[config.mk]
export PLATFORM = sky130hd
export DESIGN_NAME = dram_dbg_arbiter_flat
export DESIGN_NICKNAME = d
export VERILOG_FILES = /design/src/rtl/dram_dbg_arbiter_if.sv /design/src/rtl/dram_dbg_arbiter.sv /design/src/flat_wrapper.sv
export SDC_FILE = /design/constraint.sdc
export NUM_CORES = 1
export LEC_CHECK = 0
export CAP_MARGIN = 20
export CORE_MARGIN = 1.5
export CORE_UTILIZATION = 49
export CTS_CLUSTER_DIAMETER = 80
export DETAILED_ROUTE_END_ITERATION = 8
export GPL_ROUTABILITY_DRIVEN = 0
export PLACE_DENSITY_LB_ADDON = 0.1
export SETUP_SLACK_MARGIN = 0.4
export SYNTH_ARGS = -nofsm -noshare
export SYNTH_HDL_FRONTEND = slang
export SYNTH_SLANG_ARGS = --single-unit
[constraint.sdc]
create_clock -name clk -period 4.9 [get_ports clk]
set_clock_uncertainty 0.2 [all_clocks]
set_input_delay 1.225 -clock clk [delete_from_list [all_inputs] [get_ports clk]]
set_output_delay 1.225 -clock clk [all_outputs]
set_load 0.1 [all_outputs]
[src/rtl/dram_dbg_arbiter_if.sv]
`default_nettype none
// ============================================================================
// Module   : dram_dbg_arbiter_if
// Brief    : Debug-monitor request/acknowledge bundle for dram_dbg_arbiter.
// Revision : 1.0 - initial release
// ============================================================================
interface dram_dbg_arbiter_if;
    logic        dbg_req;
    logic        dbg_we;
    logic [9:0]  dbg_adr;
    logic [31:0] dbg_wdata;
    logic [7:0]  dbg_len;
    logic        dbg_ack;
    logic [31:0] dbg_rdata;
    logic        dbg_busy;

    // Debug command decoder side
    modport master (
        output dbg_req, dbg_we, dbg_adr, dbg_wdata, dbg_len,
        input  dbg_ack, dbg_rdata, dbg_busy
    );

    // Arbiter side
    modport slave (
        input  dbg_req, dbg_we, dbg_adr, dbg_wdata, dbg_len,
        output dbg_ack, dbg_rdata, dbg_busy
    );
endinterface
`default_nettype wire

[src/rtl/dram_dbg_arbiter.sv]
`default_nettype none
// ============================================================================
// Module   : dram_dbg_arbiter
// Brief    : Lends the MA-stage data RAM port to the debug monitor once the
//            pipeline is stalled and no load/store occupies MA.
//            Optional burst transfers: define DBG_BURST_EN.
// Revision : 1.0 - initial release
// ============================================================================
module dram_dbg_arbiter #(
    parameter int DRAIN_CYC = 2
) (
    input  wire logic         clk,
    input  wire logic         rst_n,
    dram_dbg_arbiter_if.slave dbg,
    output logic              cpu_stall_req,
    input  wire logic         stall,
    input  wire logic         cmd_ld_ma,
    input  wire logic         cmd_st_ma,
    output logic              d_read_sel,
    output logic [9:0]        d_ram_radr,
    input  wire logic [31:0]  d_ram_rdata,
    output logic              d_ram_wen,
    output logic [9:0]        d_ram_wadr,
    output logic [31:0]       d_ram_wdata
);

    localparam logic [2:0] S_IDLE   = 3'd0;
    localparam logic [2:0] S_STALL  = 3'd1;
    localparam logic [2:0] S_DRAIN  = 3'd2;
    localparam logic [2:0] S_ACCESS = 3'd3;
    localparam logic [2:0] S_RDATA  = 3'd4;
    localparam logic [2:0] S_DONE   = 3'd5;

    localparam logic [3:0] c_drain_reload = 4'(DRAIN_CYC - 1);

    logic [2:0]  r_state;
    logic [3:0]  r_cnt;
    logic        r_we;
    logic [9:0]  r_adr;
    logic [31:0] r_wdata;
    logic        w_ma_busy;

    assign w_ma_busy = cmd_ld_ma | cmd_st_ma;

`ifdef DBG_BURST_EN
    logic [7:0]  r_remain;
    logic        r_hold;
    logic        r_seen_low;
    logic        w_last;

    assign w_last = (r_remain == 8'd0);
`else
    logic        w_unused_len;

    assign w_unused_len = ^dbg.dbg_len;
`endif

    always_ff @(posedge clk or negedge rst_n) begin
        if (!rst_n) begin
            r_state       <= S_IDLE;
            r_cnt         <= 4'd0;
            r_we          <= 1'b0;
            r_adr         <= 10'd0;
            r_wdata       <= 32'd0;
            dbg.dbg_ack   <= 1'b0;
            dbg.dbg_rdata <= 32'd0;
            dbg.dbg_busy  <= 1'b0;
            cpu_stall_req <= 1'b0;
            d_read_sel    <= 1'b0;
            d_ram_radr    <= 10'd0;
            d_ram_wen     <= 1'b0;
            d_ram_wadr    <= 10'd0;
            d_ram_wdata   <= 32'd0;
`ifdef DBG_BURST_EN
            r_remain      <= 8'd0;
            r_hold        <= 1'b0;
            r_seen_low    <= 1'b0;
`endif
        end else begin
            case (r_state)
                S_IDLE: begin
                    if (dbg.dbg_req) begin
                        r_we          <= dbg.dbg_we;
                        r_adr         <= dbg.dbg_adr;
                        r_wdata       <= dbg.dbg_wdata;
                        dbg.dbg_busy  <= 1'b1;
                        cpu_stall_req <= 1'b1;
                        r_state       <= S_STALL;
`ifdef DBG_BURST_EN
                        r_remain      <= dbg.dbg_len;
                        r_hold        <= 1'b0;
                        r_seen_low    <= 1'b0;
`endif
                    end
                end

                S_STALL: begin
                    if (stall && !w_ma_busy) begin
                        r_cnt   <= c_drain_reload;
                        r_state <= S_DRAIN;
                    end
                end

                S_DRAIN: begin
                    // Outputs are registered, so the override is raised on the
                    // edge that enters ACCESS.
                    if (!stall) begin
                        r_state <= S_STALL;
                    end else if (w_ma_busy) begin
                        r_cnt <= c_drain_reload;
                    end else if (r_cnt == 4'd0) begin
                        r_state <= S_ACCESS;
                        if (r_we) begin
                            d_ram_wen   <= 1'b1;
                            d_ram_wadr  <= r_adr;
                            d_ram_wdata <= r_wdata;
                        end else begin
                            d_read_sel  <= 1'b1;
                            d_ram_radr  <= r_adr;
                        end
                    end else begin
                        r_cnt <= r_cnt - 4'd1;
                    end
                end

                S_ACCESS: begin
`ifdef DBG_BURST_EN
                    if (r_hold) begin
                        // Between burst words: wait for req to go low then high.
                        dbg.dbg_ack <= 1'b0;
                        if (!dbg.dbg_req) begin
                            r_seen_low <= 1'b1;
                        end else if (r_seen_low) begin
                            r_hold     <= 1'b0;
                            r_seen_low <= 1'b0;
                            if (r_we) begin
                                d_ram_wen   <= 1'b1;
                                d_ram_wadr  <= r_adr;
                                d_ram_wdata <= dbg.dbg_wdata;
                            end else begin
                                d_read_sel  <= 1'b1;
                                d_ram_radr  <= r_adr;
                            end
                        end
                    end else if (r_we) begin
                        d_ram_wen   <= 1'b0;
                        d_ram_wadr  <= 10'd0;
                        d_ram_wdata <= 32'd0;
                        dbg.dbg_ack <= 1'b1;
                        if (w_last) begin
                            cpu_stall_req <= 1'b0;
                            r_state       <= S_DONE;
                        end else begin
                            r_adr      <= r_adr + 10'd1;
                            r_remain   <= r_remain - 8'd1;
                            r_hold     <= 1'b1;
                            r_seen_low <= 1'b0;
                        end
                    end else begin
                        r_state <= S_RDATA;
                    end
`else
                    if (r_we) begin
                        d_ram_wen     <= 1'b0;
                        d_ram_wadr    <= 10'd0;
                        d_ram_wdata   <= 32'd0;
                        dbg.dbg_ack   <= 1'b1;
                        cpu_stall_req <= 1'b0;
                        r_state       <= S_DONE;
                    end else begin
                        r_state <= S_RDATA;
                    end
`endif
                end

                S_RDATA: begin
                    // RAM data for the address driven in ACCESS is valid now.
                    d_read_sel    <= 1'b0;
                    d_ram_radr    <= 10'd0;
                    dbg.dbg_rdata <= d_ram_rdata;
                    dbg.dbg_ack   <= 1'b1;
`ifdef DBG_BURST_EN
                    if (w_last) begin
                        cpu_stall_req <= 1'b0;
                        r_state       <= S_DONE;
                    end else begin
                        r_adr      <= r_adr + 10'd1;
                        r_remain   <= r_remain - 8'd1;
                        r_hold     <= 1'b1;
                        r_seen_low <= 1'b0;
                        r_state    <= S_ACCESS;
                    end
`else
                    cpu_stall_req <= 1'b0;
                    r_state       <= S_DONE;
`endif
                end

                S_DONE: begin
                    if (!dbg.dbg_req) begin
                        dbg.dbg_ack  <= 1'b0;
                        dbg.dbg_busy <= 1'b0;
                        r_state      <= S_IDLE;
                    end
                end

                default: begin
                    r_state <= S_IDLE;
                end
            endcase
        end
    end

endmodule
`default_nettype wire
[src/flat_wrapper.sv]
// flat-port wrapper written by rule: the top's interface ports become plain ports
module dram_dbg_arbiter_flat 
#(
    parameter int DRAIN_CYC = 2
)
  (clk, rst_n, cpu_stall_req, stall, cmd_ld_ma, cmd_st_ma, d_read_sel, d_ram_radr, d_ram_rdata, d_ram_wen, d_ram_wadr, d_ram_wdata, dbg_dbg_req, dbg_dbg_we, dbg_dbg_adr, dbg_dbg_wdata, dbg_dbg_len, dbg_dbg_ack, dbg_dbg_rdata, dbg_dbg_busy);
  dram_dbg_arbiter_if dbg_i ();
  input  wire logic clk;
  input  wire logic rst_n;
  output logic cpu_stall_req;
  input  wire logic stall;
  input  wire logic cmd_ld_ma;
  input  wire logic cmd_st_ma;
  output logic d_read_sel;
  output logic [9:0] d_ram_radr;
  input  wire logic [31:0] d_ram_rdata;
  output logic d_ram_wen;
  output logic [9:0] d_ram_wadr;
  output logic [31:0] d_ram_wdata;
  input wire logic [$bits(dbg_i.dbg_req)-1:0] dbg_dbg_req;
  input wire logic [$bits(dbg_i.dbg_we)-1:0] dbg_dbg_we;
  input wire logic [$bits(dbg_i.dbg_adr)-1:0] dbg_dbg_adr;
  input wire logic [$bits(dbg_i.dbg_wdata)-1:0] dbg_dbg_wdata;
  input wire logic [$bits(dbg_i.dbg_len)-1:0] dbg_dbg_len;
  output wire logic [$bits(dbg_i.dbg_ack)-1:0] dbg_dbg_ack;
  output wire logic [$bits(dbg_i.dbg_rdata)-1:0] dbg_dbg_rdata;
  output wire logic [$bits(dbg_i.dbg_busy)-1:0] dbg_dbg_busy;
  assign dbg_i.dbg_req = dbg_dbg_req;
  assign dbg_i.dbg_we = dbg_dbg_we;
  assign dbg_i.dbg_adr = dbg_dbg_adr;
  assign dbg_i.dbg_wdata = dbg_dbg_wdata;
  assign dbg_i.dbg_len = dbg_dbg_len;
  assign dbg_dbg_ack = dbg_i.dbg_ack;
  assign dbg_dbg_rdata = dbg_i.dbg_rdata;
  assign dbg_dbg_busy = dbg_i.dbg_busy;
  dram_dbg_arbiter #(.DRAIN_CYC(DRAIN_CYC)) u_core (.clk(clk), .rst_n(rst_n), .dbg(dbg_i), .cpu_stall_req(cpu_stall_req), .stall(stall), .cmd_ld_ma(cmd_ld_ma), .cmd_st_ma(cmd_st_ma), .d_read_sel(d_read_sel), .d_ram_radr(d_ram_radr), .d_ram_rdata(d_ram_rdata), .d_ram_wen(d_ram_wen), .d_ram_wadr(d_ram_wadr), .d_ram_wdata(d_ram_wdata));
endmodule
==> results of run 1 <==
power by group through the flow:
stage	clock network [uW]	registers [uW]	logic [uW]
after floorplan	0	3340	609
after global placement	0	1810	2800
after detailed placement	0	1840	2830
after CTS	1220	1830	2840
after global routing	1270	1890	2930
final	1200	1830	2820
worst min-delay path by stage:
stage,start,to,slack [ns]
floorplan,u_core.r_wdata[22],u_core.d_ram_wdata[22],0.26
global placement,u_core.d_ram_wen,u_core.d_ram_wen,0.26
detailed placement,u_core.d_ram_wen,u_core.d_ram_wen,0.26
CTS,u_core.d_ram_wen,u_core.d_ram_wen,0.28
global route,u_core.r_wdata[29],u_core.d_ram_wdata[29],0.31
finish,u_core.d_ram_wen,u_core.d_ram_wen,0.28
stage by stage:
step | area [um2] | utilization (%) | hold WS (ns) | std cells | worst slack [ns]
floorplan | 5350 | - | 0.262 | 375 | 2.26
global placement | 7160 | 68.4 | 0.260 | 664 | 1.12
detailed placement | 7160 | 68.4 | 0.265 | 664 | 1.08
CTS | 7720 | 73.8 | 0.281 | 695 | 1.37
global route | 7720 | 73.8 | 0.306 | 695 | 1.33
finish | 7720 | 73.8 | 0.276 | 695 | 1.40
layout make-up:
cell class | instances | area share (%)
clock inverters | 13 | 1.70
flip-flops and latches | 139 | 45.1
inverters | 4 | 0.195
multi-input cells | 209 | 22.7
clock buffers | 18 | 5.55
well taps | 136 | 2.21
repair buffers | 176 | 22.6
routing by layer:
metal	GRT usage, %	up-vias	share of wire, %
met5	0	-	0
met4	6.67	0	0.78
met3	6.54	8	6.6
met2	39.0	136	50
met1	28.1	1886	43
li1	-	1702	-
cells by family after synthesis:
family | Yosys count | share of synthesized area (%)
mux | 76 | 16.0
simple gates | 54 | 4.80
compound gates | 77 | 10.9
flops | 139 | 65.0
fa+ha+maj | 2 | 0.468
buf+inv | 27 | 2.78
state kept, by name (all words and copies together), names as in the netlist:
signal / count
u_core.r_cnt: 4
u_core.r_wdata: 32
u_core.d_ram_radr: 10
u_core.dbg.dbg_ack: 1
u_core.dbg.dbg_rdata: 32
u_core.d_read_sel: 1
u_core.r_adr: 10
u_core.r_state: 3
u_core.cpu_stall_req: 1
u_core.r_we: 1
u_core.d_ram_wen: 1
u_core.d_ram_wadr: 10
u_core.d_ram_wdata: 32
u_core.dbg.dbg_busy: 1
cell usage in the layout, fill, tap and decap left out, types with 5 or more instances in the layout:
| master | count |
|---|---|
| a22o_1 | 42 |
| buf_4 | 7 |
| clkbuf_16 | 16 |
| clkdlybuf4s50_1 | 168 |
| clkinvlp_4 | 5 |
| dfrtp_1 | 139 |
| inv_6 | 5 |
| mux2_2 | 76 |
| nand2_1 | 27 |
| nor2_1 | 9 |
| o21ai_0 | 17 |
==> summary.txt, run 1 <==
Worst setup path
  • Crit path max fanout: 2
  • Cells on worst reg2reg path: 6
  • CP endpoint kind: primary output
  • Crit path kind: flip-flop to primary output
  • CP Data Required Time: 3.47 ns
  • Critical R2R Capture: u_core.d_ram_wdata[11]
  • Critical Path AT: between 2 and 2.5 ns
  • Slowest stage delay, CP: roughly 1.2 ns
  • Stages on worst setup path: 1
  • Crit path cell chain: clkdlybuf4s50_1
  • CP top delay family: buffers and inverters
  • Number of buffers and inverters on the critical path: 1
  • Startpoint types: flip-flop
  • R2r startpoint: u_core.r_cnt[0]
  • Critical Path Start: u_core.d_ram_radr[8]
  • Flop-to-flop setup slack: approximately 2.2 ns
  • CP endpoint: d_ram_radr[8]
  • Crit-path slowest cell: clkdlybuf4s50_1

STA
  • Setup_tns: 0 ns
  • Final Max Tran Viols: 0
  • Fmax: roughly 290 MHz
  • Final setup fails: 0
  • Fin crit period: 3.50 ns
  • RSZ-0062 raised after global routing: no
  • Max-Slew Margin vs Limit: a little under a third
  • Worst-Margin Slew: between 1 and 1.5 ns
  • Fin. Hold Viols: 0
  • Tcrit/Tclk final: 71.5%

Global routing
  • Total grt overflow: 0
  • Initial antenna violation count: 0
  • First-pass GRT wire length: between 15 and 20 mm
  • Largest net degree at the start of global routing: 74
  • Overall routing resource usage: a little under a quarter
  • Vias in the first global route: 3922

Power and ir drop
  • Sw Share: 47.5%
  • Combinational group share of total power: between 40 and 50%
  • Internal: a little over 3000 uW
  • Reg power frac: between 30% and 40%
  • P_sw: between 2000 and 3000 uW
  • Power per cell area: 758 nW/um2
  • Pwr Total: 5850 uW
  • LEAKAGE: between 0.003 and 0.004 uW
  • Peak supply drop: around 470 uV
  • Clock power frac: between 20% and 30%

Final layout
  • Fillers: between 700 and 800
  • Multi-input logic area: around 1700 um2
  • Net count, final: between 600 and 700
  • Share of layout cells above drive strength 1: 21.6%
  • N_diodes: 0
  • Area delta synth->final: 44.3%
  • Register area: roughly 3500 um2

Drt
  • Post-Route WL: about 12 mm
  • DRC Markers: 0
  • Drt wl/cell: 17.9 um
  • DRT iter0 DRCs: 158
  • Detail Route Antenna Nets: 0
  • Vias: between 3000 and 4000
  • DR pass1 iterations: 4
  • Post-DR vias/cell: 5.37

Die
  • Starting density of the core: around half
  • Ports: 178
  • Core ar.: ~10000 um2
  • Height of the die: 107 um
  • Die Footprint: approximately 12000 um2
  • Die X: about 110 um
  • Number of cell rows: 37

Clock network
  • CTS tree: built
  • Worst skew pair latency: around 0.51 ns
  • Resize count post-CTS: 0
  • Longest Clk Path Bufs: 2
  • Hold Buf Count CTS: 0
  • Root Driver: clkbuf_8
  • Clock sink total: ~140
  • Clock-pin slew on the worst setup and hold paths: approximately 0.070 ns
  • H-tree levels: 4
  • Setup repair bufs after CTS: 0
  • Num CTS Buffers: 17

Placed design
  • Dpl hpwl: between 8 and 9 mm
  • # port buffers: about 170

Logic synthesis
  • Number of synthesized register bits: ~140
  • Yosys cell types: 35
  • Yosys warnings: 0
  • Post-synthesis cell count: approximately 380
  • Count leader, synth: dfrtp_1
  • Synth top area cells: dfrtp_1, mux2_2, a22o_1
  • Asr flop ratio synth: 100%
  • Syn Std Cell Area: about 5300 um2
  • Top cell type's share of synthesized area: 65.0%
  • Primary FF master, synth: dfrtp_1
  • Commonest cells post-synth: dfrtp_1, mux2_2, a22o_1
  • Mean Syn Cell Area: 14.3 um2
  • Largest area contributor in the netlist: dfrtp_1
  • Sequential share of the synthesized area: 65.0%
  • Syn Nets: 466
  • Post-synth EDFFs: 0

Status
  • Status: finished, final reports clean

Worst hold path
  • Worst Hold Class: flip-flop to flip-flop
  • Hold depth: 1

Flow run
  • Number of max-cap violations: 0
No activity file was read; power rests on OpenSTA's default activity.
==> run 2: changes to the inputs <==
- CORE_UTILIZATION: 49 -> 41
- clock period: 4.9 -> 2.9 ns (I/O delays scaled with it)
==> run 2 against run 1 <==
- combinational power is 65% higher
- count of clock-buffer cells in the layout is 6 higher
- final area is 1.0% lower
- critical endpoint is now u_core.d_ram_wdata[26]
==> summary.txt, run 2 (synthesized netlist as in run 1, its figures left out) <==
Drt
  • Detail Route Antenna Nets: 0 (unchanged)
  • Post-Route WL: 11.9 mm (was 12.5 mm)
  • DRT iter0 DRCs: 159 (was 158)
  • Vias: 3671 (was 3732)
  • DRC Markers: 0 (unchanged)
  • Drt wl/cell: 16.2 um (was 17.9 um)
  • Post-DR vias/cell: 4.99 (was 5.37)
  • DR pass1 iterations: 4 (unchanged)

Worst setup path
  • Stages on worst setup path: 7 (was 1)
  • CP Data Required Time: 3.00 ns (was 3.47 ns)
  • Critical Path AT: 2.47 ns (was 2.08 ns)
  • Startpoint types: primary input (was flip-flop)
  • Crit path kind: primary input to flip-flop (was flip-flop to primary output)
  • Slowest stage delay, CP: 0.53 ns (was 1.19 ns)
  • CP endpoint kind: flip-flop (was primary output)
  • Flop-to-flop setup slack: 0.67 ns (was 2.19 ns)
  • Number of buffers and inverters on the critical path: 3 (was 1)
  • Critical R2R Capture: u_core.r_cnt[1] (was u_core.d_ram_wdata[11])
  • Crit path max fanout: 14 (was 2)
  • Critical Path Start: stall (was u_core.d_ram_radr[8])
  • Cells on worst reg2reg path: 6 (unchanged)
  • CP top delay family: buffers and inverters (unchanged)
  • Crit path cell chain: clkdlybuf4s50_1 > or3b_1 > nor2_1 > buf_4 > o21ai_4 > buf_4 > a22o_1 (was clkdlybuf4s50_1)
  • R2r startpoint: u_core.r_cnt[0] (unchanged)
  • CP endpoint: u_core.d_ram_wdata[26] (was d_ram_radr[8])
  • Crit-path slowest cell: clkdlybuf4s50_1 (unchanged)
  • Most used cell along the critical path: buf_4

Power and ir drop
  • Combinational group share of total power: 48.3% (was 48.2%)
  • Sw Share: 47.2% (was 47.5%)
  • LEAKAGE: 0.00352 uW (was 0.00331 uW)
  • Power per cell area: 1260 nW/um2 (was 758 nW/um2)
  • Internal: 5090 uW (was 3070 uW)
  • P_sw: 4540 uW (was 2780 uW)
  • Reg power frac: 32.0% (was 31.3%)
  • Peak supply drop: 844 uV (was 472 uV)
  • Clock power frac: 19.7% (was 20.5%)

STA
  • RSZ-0062 raised after global routing: no (unchanged)
  • Fin. Hold Viols: 0 (unchanged)
  • Worst-Margin Slew: 0.605 ns (was 1.04 ns)
  • Final Max Tran Viols: 0 (unchanged)
  • Setup_tns: 0 ns (unchanged)
  • Setup WS post-layout: 0.521 ns (was 1.40 ns)
  • Max-Slew Margin vs Limit: 59.7% (was 30.2%)
  • Fin crit period: 2.38 ns
  • Fmax: about 420 MHz
  • Tcrit/Tclk final: roughly 82%
  • Final setup fails: 0 (unchanged)

Final layout
  • Net count, final: 647 (was 638)
  • Commonest cells after routing, fill and taps aside: dfrtp_1, buf_4, clkdlybuf4s50_1 (was clkdlybuf4s50_1, dfrtp_1, mux2_2)
  • Most common cell after layout, fill and taps aside: dfrtp_1 (was clkdlybuf4s50_1)
  • Area delta synth->final: 42.8% (was 44.3%)
  • Share of layout cells above drive strength 1: 37.8% (was 21.6%)
  • Finished Cell Area: 7640 um2 (was 7720 um2)
  • N_diodes: 0 (unchanged)
  • Largest regs: u_core.d_ram_wdata: 32 flops, u_core.dbg.dbg_rdata: 32 flops, u_core.r_wdata: 32 flops (unchanged)
  • Cell Count, Final, Fillers Out: 736 (was 695)
  • Fin util: 60.3% (was 73.8%)

Die
  • Core ar.: 12700 um2 (was 10500 um2)
  • Height of the die: 117 um (was 107 um)
  • Die X: 117 um (was 107 um)
  • Number of cell rows: 41 (was 37)
  • Die Footprint: 13700 um2 (was 11600 um2)
  • Ports: 178 (unchanged)
  • Starting density of the core: 42.2% (was 51.1%)

Clock network
  • H-tree levels: 4 (unchanged)
  • Root Driver: clkbuf_16 (was clkbuf_8)
  • Longest Clk Path Bufs: 2 (unchanged)
  • CTS tree: built (unchanged)
  • Clock-pin slew on the worst setup and hold paths: 0.05 ns (was 0.07 ns)
  • Setup repair bufs after CTS: 0 (unchanged)
  • Worst skew pair latency: 0.41 ns (was 0.51 ns)
  • Num CTS Buffers: 17 (unchanged)
  • Clock sink total: 139 (unchanged)
  • Resize count post-CTS: 0 (unchanged)
  • Hold Buf Count CTS: 0 (unchanged)

Worst hold path
  • Worst Hold Class: primary input to async pin (was flip-flop to flip-flop)

Placed design
  • Pre-CTS setup slack: 0.0842 ns (was 1.08 ns)
  • # port buffers: 169 (unchanged)
  • Placed instance area: 7120 um2 (was 7160 um2)
  • Dpl hpwl: 8.28 mm (was 8.31 mm)
  • Inst Count DP: 709 (was 664)

Flow run
  • Number of max-cap violations: 0 (unchanged)

Global routing
  • First-pass GRT wire length: 18.4 mm (was 20.0 mm)
  • Vias in the first global route: 3613 (was 3922)
  • Initial antenna violation count: 0 (unchanged)
  • Largest net degree at the start of global routing: 65 (was 74)
  • Overall routing resource usage: 18.1% (was 22.8%)
  • Total grt overflow: 0 (unchanged)

Status
  • Status: finished, final reports clean (unchanged)
-- run 2: layout make-up --
type	instances	area, um2
inverter	4	15.0
clock inverter	3	15.0
tap	172	215
multi-input combinational	209	1750
sequential	139	3480
timing repair buffer	185	1670
fill	1036	5030
clock buffer	24	502
-- run 2: power groups by stage --
| stage | Sequential [uW] | Clock [uW] | Combinational, uW |
|---|---|---|---|
| floorplan | 5640 | 0 | 1030 |
| global placement | 3070 | 0 | 4630 |
| detailed placement | 3120 | 0 | 4690 |
| CTS | 3080 | 1950 | 4690 |
| global route | 3180 | 2040 | 4840 |
| finish | 3080 | 1900 | 4650 |
-- run 2: routing by layer --
metal,GRT usage [%],up-vias,part of all wire (%)
met4,6.51,0,1.0
met5,0,-,0
met2,29.5,107,50
met1,22.6,1837,43
met3,5.87,12,6.0
li1,-,1715,-
-- run 2: per-stage QoR --
stage          hold slack, ns  total power, uW
2_1_floorplan           0.229             6670
3_3_place_gp            0.264             7700
3_5_place_dp            0.267             7800
4_1_cts                 0.104             9720
5_1_grt                 0.120            10100
6_report               0.0837             9620
-- run 2: worst min path at each step --
| stage | to | slack, ns | cells after the start |
|---|---|---|---|
| after floorplan | u_core.cpu_stall_req | 0.23 | 0 |
| after CTS | u_core.dbg.dbg_rdata[29] | 0.10 | 1 |
| after global routing | u_core.dbg.dbg_rdata[29] | 0.12 | 1 |
| after global placement | u_core.d_ram_wen | 0.26 | 1 |
| after detailed placement | u_core.d_ram_wen | 0.27 | 1 |
| final | u_core.dbg.dbg_rdata[4] | 0.08 | 1 |
==> run 3: changes to the inputs <==
- CORE_UTILIZATION: 41 -> 46
- clock period: 2.9 -> 2.4 ns (I/O delays scaled with it)
==> run 3 against run 2 <==
- sequential power up 21%
- clock power up 34%
- largest cell class unchanged
- non-clock buffer count up 28
- first-iteration DRC count up 11%
- global-route usage up 3.3 points
- die area down 11%
- worst setup slack worse by 0.28 ns
- worst hold slack better by 0.20 ns
- critical endpoint is now u_core.d_ram_wdata[7]
- via count up 5.8%
==> summary.txt, run 3 (synthesized netlist as in run 1, its figures left out) <==
Final layout
  • Commonest cells after routing, fill and taps aside: dfrtp_1, buf_4, clkdlybuf4s50_1 (unchanged)
  • Most common cell after layout, fill and taps aside: dfrtp_1 (unchanged)
  • Area delta synth->final: 51.3% (was 42.8%)
  • Share of layout cells above drive strength 1: 42.4% (was 37.8%)
  • Net count, final: 675 (was 647)
  • Largest regs: u_core.d_ram_wdata: 32 flops, u_core.dbg.dbg_rdata: 32 flops, u_core.r_wdata: 32 flops (unchanged)
  • N_diodes: 0 (unchanged)

Clock network
  • Worst skew pair latency: 0.41 ns (about the same)
  • Longest Clk Path Bufs: 2 (unchanged)
  • CTS tree: built (unchanged)
  • H-tree levels: 4 (unchanged)
  • Clock sink total: 139 (unchanged)
  • Clock-pin slew on the worst setup and hold paths: 0.06 ns (was 0.05 ns)
  • Root Driver: clkbuf_16 (unchanged)
  • Num CTS Buffers: 17 (unchanged)

Worst setup path
  • Flop-to-flop setup slack: 0.24 ns (was 0.67 ns)
  • Crit path cell chain: inv_2 > ha_1 > or3b_4 > nor2_4 > buf_6 > buf_4 > o21ai_4 > buf_12 > a22o_1 (was clkdlybuf4s50_1 > or3b_1 > nor2_1 > buf_4 > o21ai_4 > buf_4 > a22o_1)
  • Startpoint types: flip-flop (was primary input)
  • CP endpoint kind: flip-flop (unchanged)
  • CP top delay family: simple AND/OR/NAND/NOR gates (was buffers and inverters)
  • CP Data Required Time: 2.49 ns (was 3.00 ns)
  • Slowest stage delay, CP: 0.43 ns (was 0.53 ns)
  • Crit-path slowest cell: or3b_4 (was clkdlybuf4s50_1)
  • Crit path kind: flip-flop to flip-flop (was primary input to flip-flop)
  • Critical Path AT: 2.25 ns (was 2.47 ns)
  • Crit path max fanout: 14 (unchanged)
  • Number of buffers and inverters on the critical path: 4 (was 3)

Drt
  • DRT iter0 DRCs: 177 (was 159)
  • Detail Route Antenna Nets: 0 (unchanged)
  • Met2 WL: 6.18 mm (was 5.95 mm)
  • Met3 WL post-DR: 707 um (was 717 um)
  • DRC Markers: 0 (unchanged)
  • Drt wl/cell: 17.1 um (was 16.2 um)
  • Post-Route WL: 12.6 mm (was 11.9 mm)
  • Post-DR vias/cell: 5.25 (was 4.99)
  • Metal-1 WL: 5.61 mm (was 5.13 mm)
  • DR pass1 iterations: 4 (unchanged)
  • Vias: 3884 (was 3671)
  • Top sig layer: met4 (unchanged)

STA
  • Setup WS post-layout: 0.238 ns (was 0.521 ns)
  • Fin crit period: 2.16 ns
  • Final Max Tran Viols: 0 (unchanged)
  • Worst-Margin Slew: 0.549 ns (was 0.605 ns)
  • Tcrit/Tclk final: between 90% and 100%
  • Fin. Hold Viols: 0 (unchanged)
  • Setup_tns: 0 ns (unchanged)
  • RSZ-0062 raised after global routing: yes (was no)
  • Fmax: between 400 and 500 MHz
  • Max-Slew Margin vs Limit: 63.4% (was 59.7%)
  • Final setup fails: 0 (unchanged)

Global routing
  • Overall routing resource usage: 21.4% (was 18.1%)
  • Total grt overflow: 0 (unchanged)
  • Initial antenna violation count: 0 (unchanged)
  • Vias in the first global route: 3958 (was 3613)
  • First-pass GRT wire length: 20.6 mm (was 18.4 mm)
  • Largest net degree at the start of global routing: 53 (was 65)

Placed design
  • Pre-CTS setup slack: -0.180 ns (was 0.0842 ns)
  • # port buffers: 169 (unchanged)
  • Dpl hpwl: 8.22 mm (was 8.28 mm)

Die
  • Number of cell rows: 39 (was 41)
  • Die Footprint: 12300 um2 (was 13700 um2)
  • Height of the die: 111 um (was 117 um)
  • Die X: 111 um (was 117 um)
  • Starting density of the core: 47.0% (was 42.2%)
  • Ports: 178 (unchanged)
  • Core ar.: 11400 um2 (was 12700 um2)

Power and ir drop
  • Power per cell area: 1490 nW/um2 (was 1260 nW/um2)
  • LEAKAGE: 0.00374 uW (was 0.00352 uW)
  • Peak supply drop: 1620 uV (was 844 uV)

Worst hold path
  • Worst Hold Class: flip-flop to flip-flop (was primary input to async pin)

Status
  • Status: finished, final reports clean (unchanged)

Flow run
  • Number of max-cap violations: 0 (unchanged)
## run 3: path summary, 6_finish.rpt
path,from,endpoint,cells after the start
worst max-delay path,u_core.r_cnt[1],u_core.d_ram_wdata[7],9
worst min-delay path,u_core.r_wdata[16],u_core.d_ram_wdata[16],1
worst max register to register,u_core.r_cnt[1],u_core.d_ram_wdata[7],9
worst min register to register,u_core.r_wdata[16],u_core.d_ram_wdata[16],1
max in group asynchronous,rst_n,u_core.d_ram_wadr[8],3
min in group asynchronous,rst_n,u_core.dbg.dbg_rdata[1],2
## run 3: final cells by class
cell class                 instances  area (um2)
clock inverter                    11         119
multi-input combinational        209        1790
sequential                       139        3480
fill                             826        3280
timing repair buffer             213        2040
tap                              143         179
inverter                           4        15.0
clock buffer                      21         470
## run 3: power breakdown
part | total [uW] | switching, uW | internal (uW)
registers | 3720 | 529 | 3190
clock network | 2550 | 945 | 1600
logic | 5810 | 4160 | 1650
## run 3: what timing repair did
action | CTS | global route
endpoints found under the hold margin | 45 | 0
endpoints found under the setup margin | 55 | 95
setup buffers | 12 | 4
gates resized for setup | 18 | 6
hold buffers | 1 | 0
gates cloned | 3 | 2
pin swaps | 7 | 14
## run 3: metrics by stage
stage | power (uW) | util, % | instances | cell area, um2 | hold slack (ns)
2_1_floorplan | 8080 | - | 375 | 5380 | 0.104
3_3_place_gp | 9360 | 63.0 | 686 | 7160 | 0.266
3_5_place_dp | 9480 | 63.0 | 686 | 7160 | 0.275
4_1_cts | 12100 | 70.5 | 734 | 8010 | 0.286
5_1_grt | 12500 | 71.2 | 740 | 8090 | 0.306
6_report | 12100 | 71.2 | 740 | 8090 | 0.285
## run 3: routing by layer
layer,track usage (%),vias up
li1,-,1786
met1,28.6,1956
met4,8.46,0
met3,5.69,10
met5,0,-
met2,33.4,132
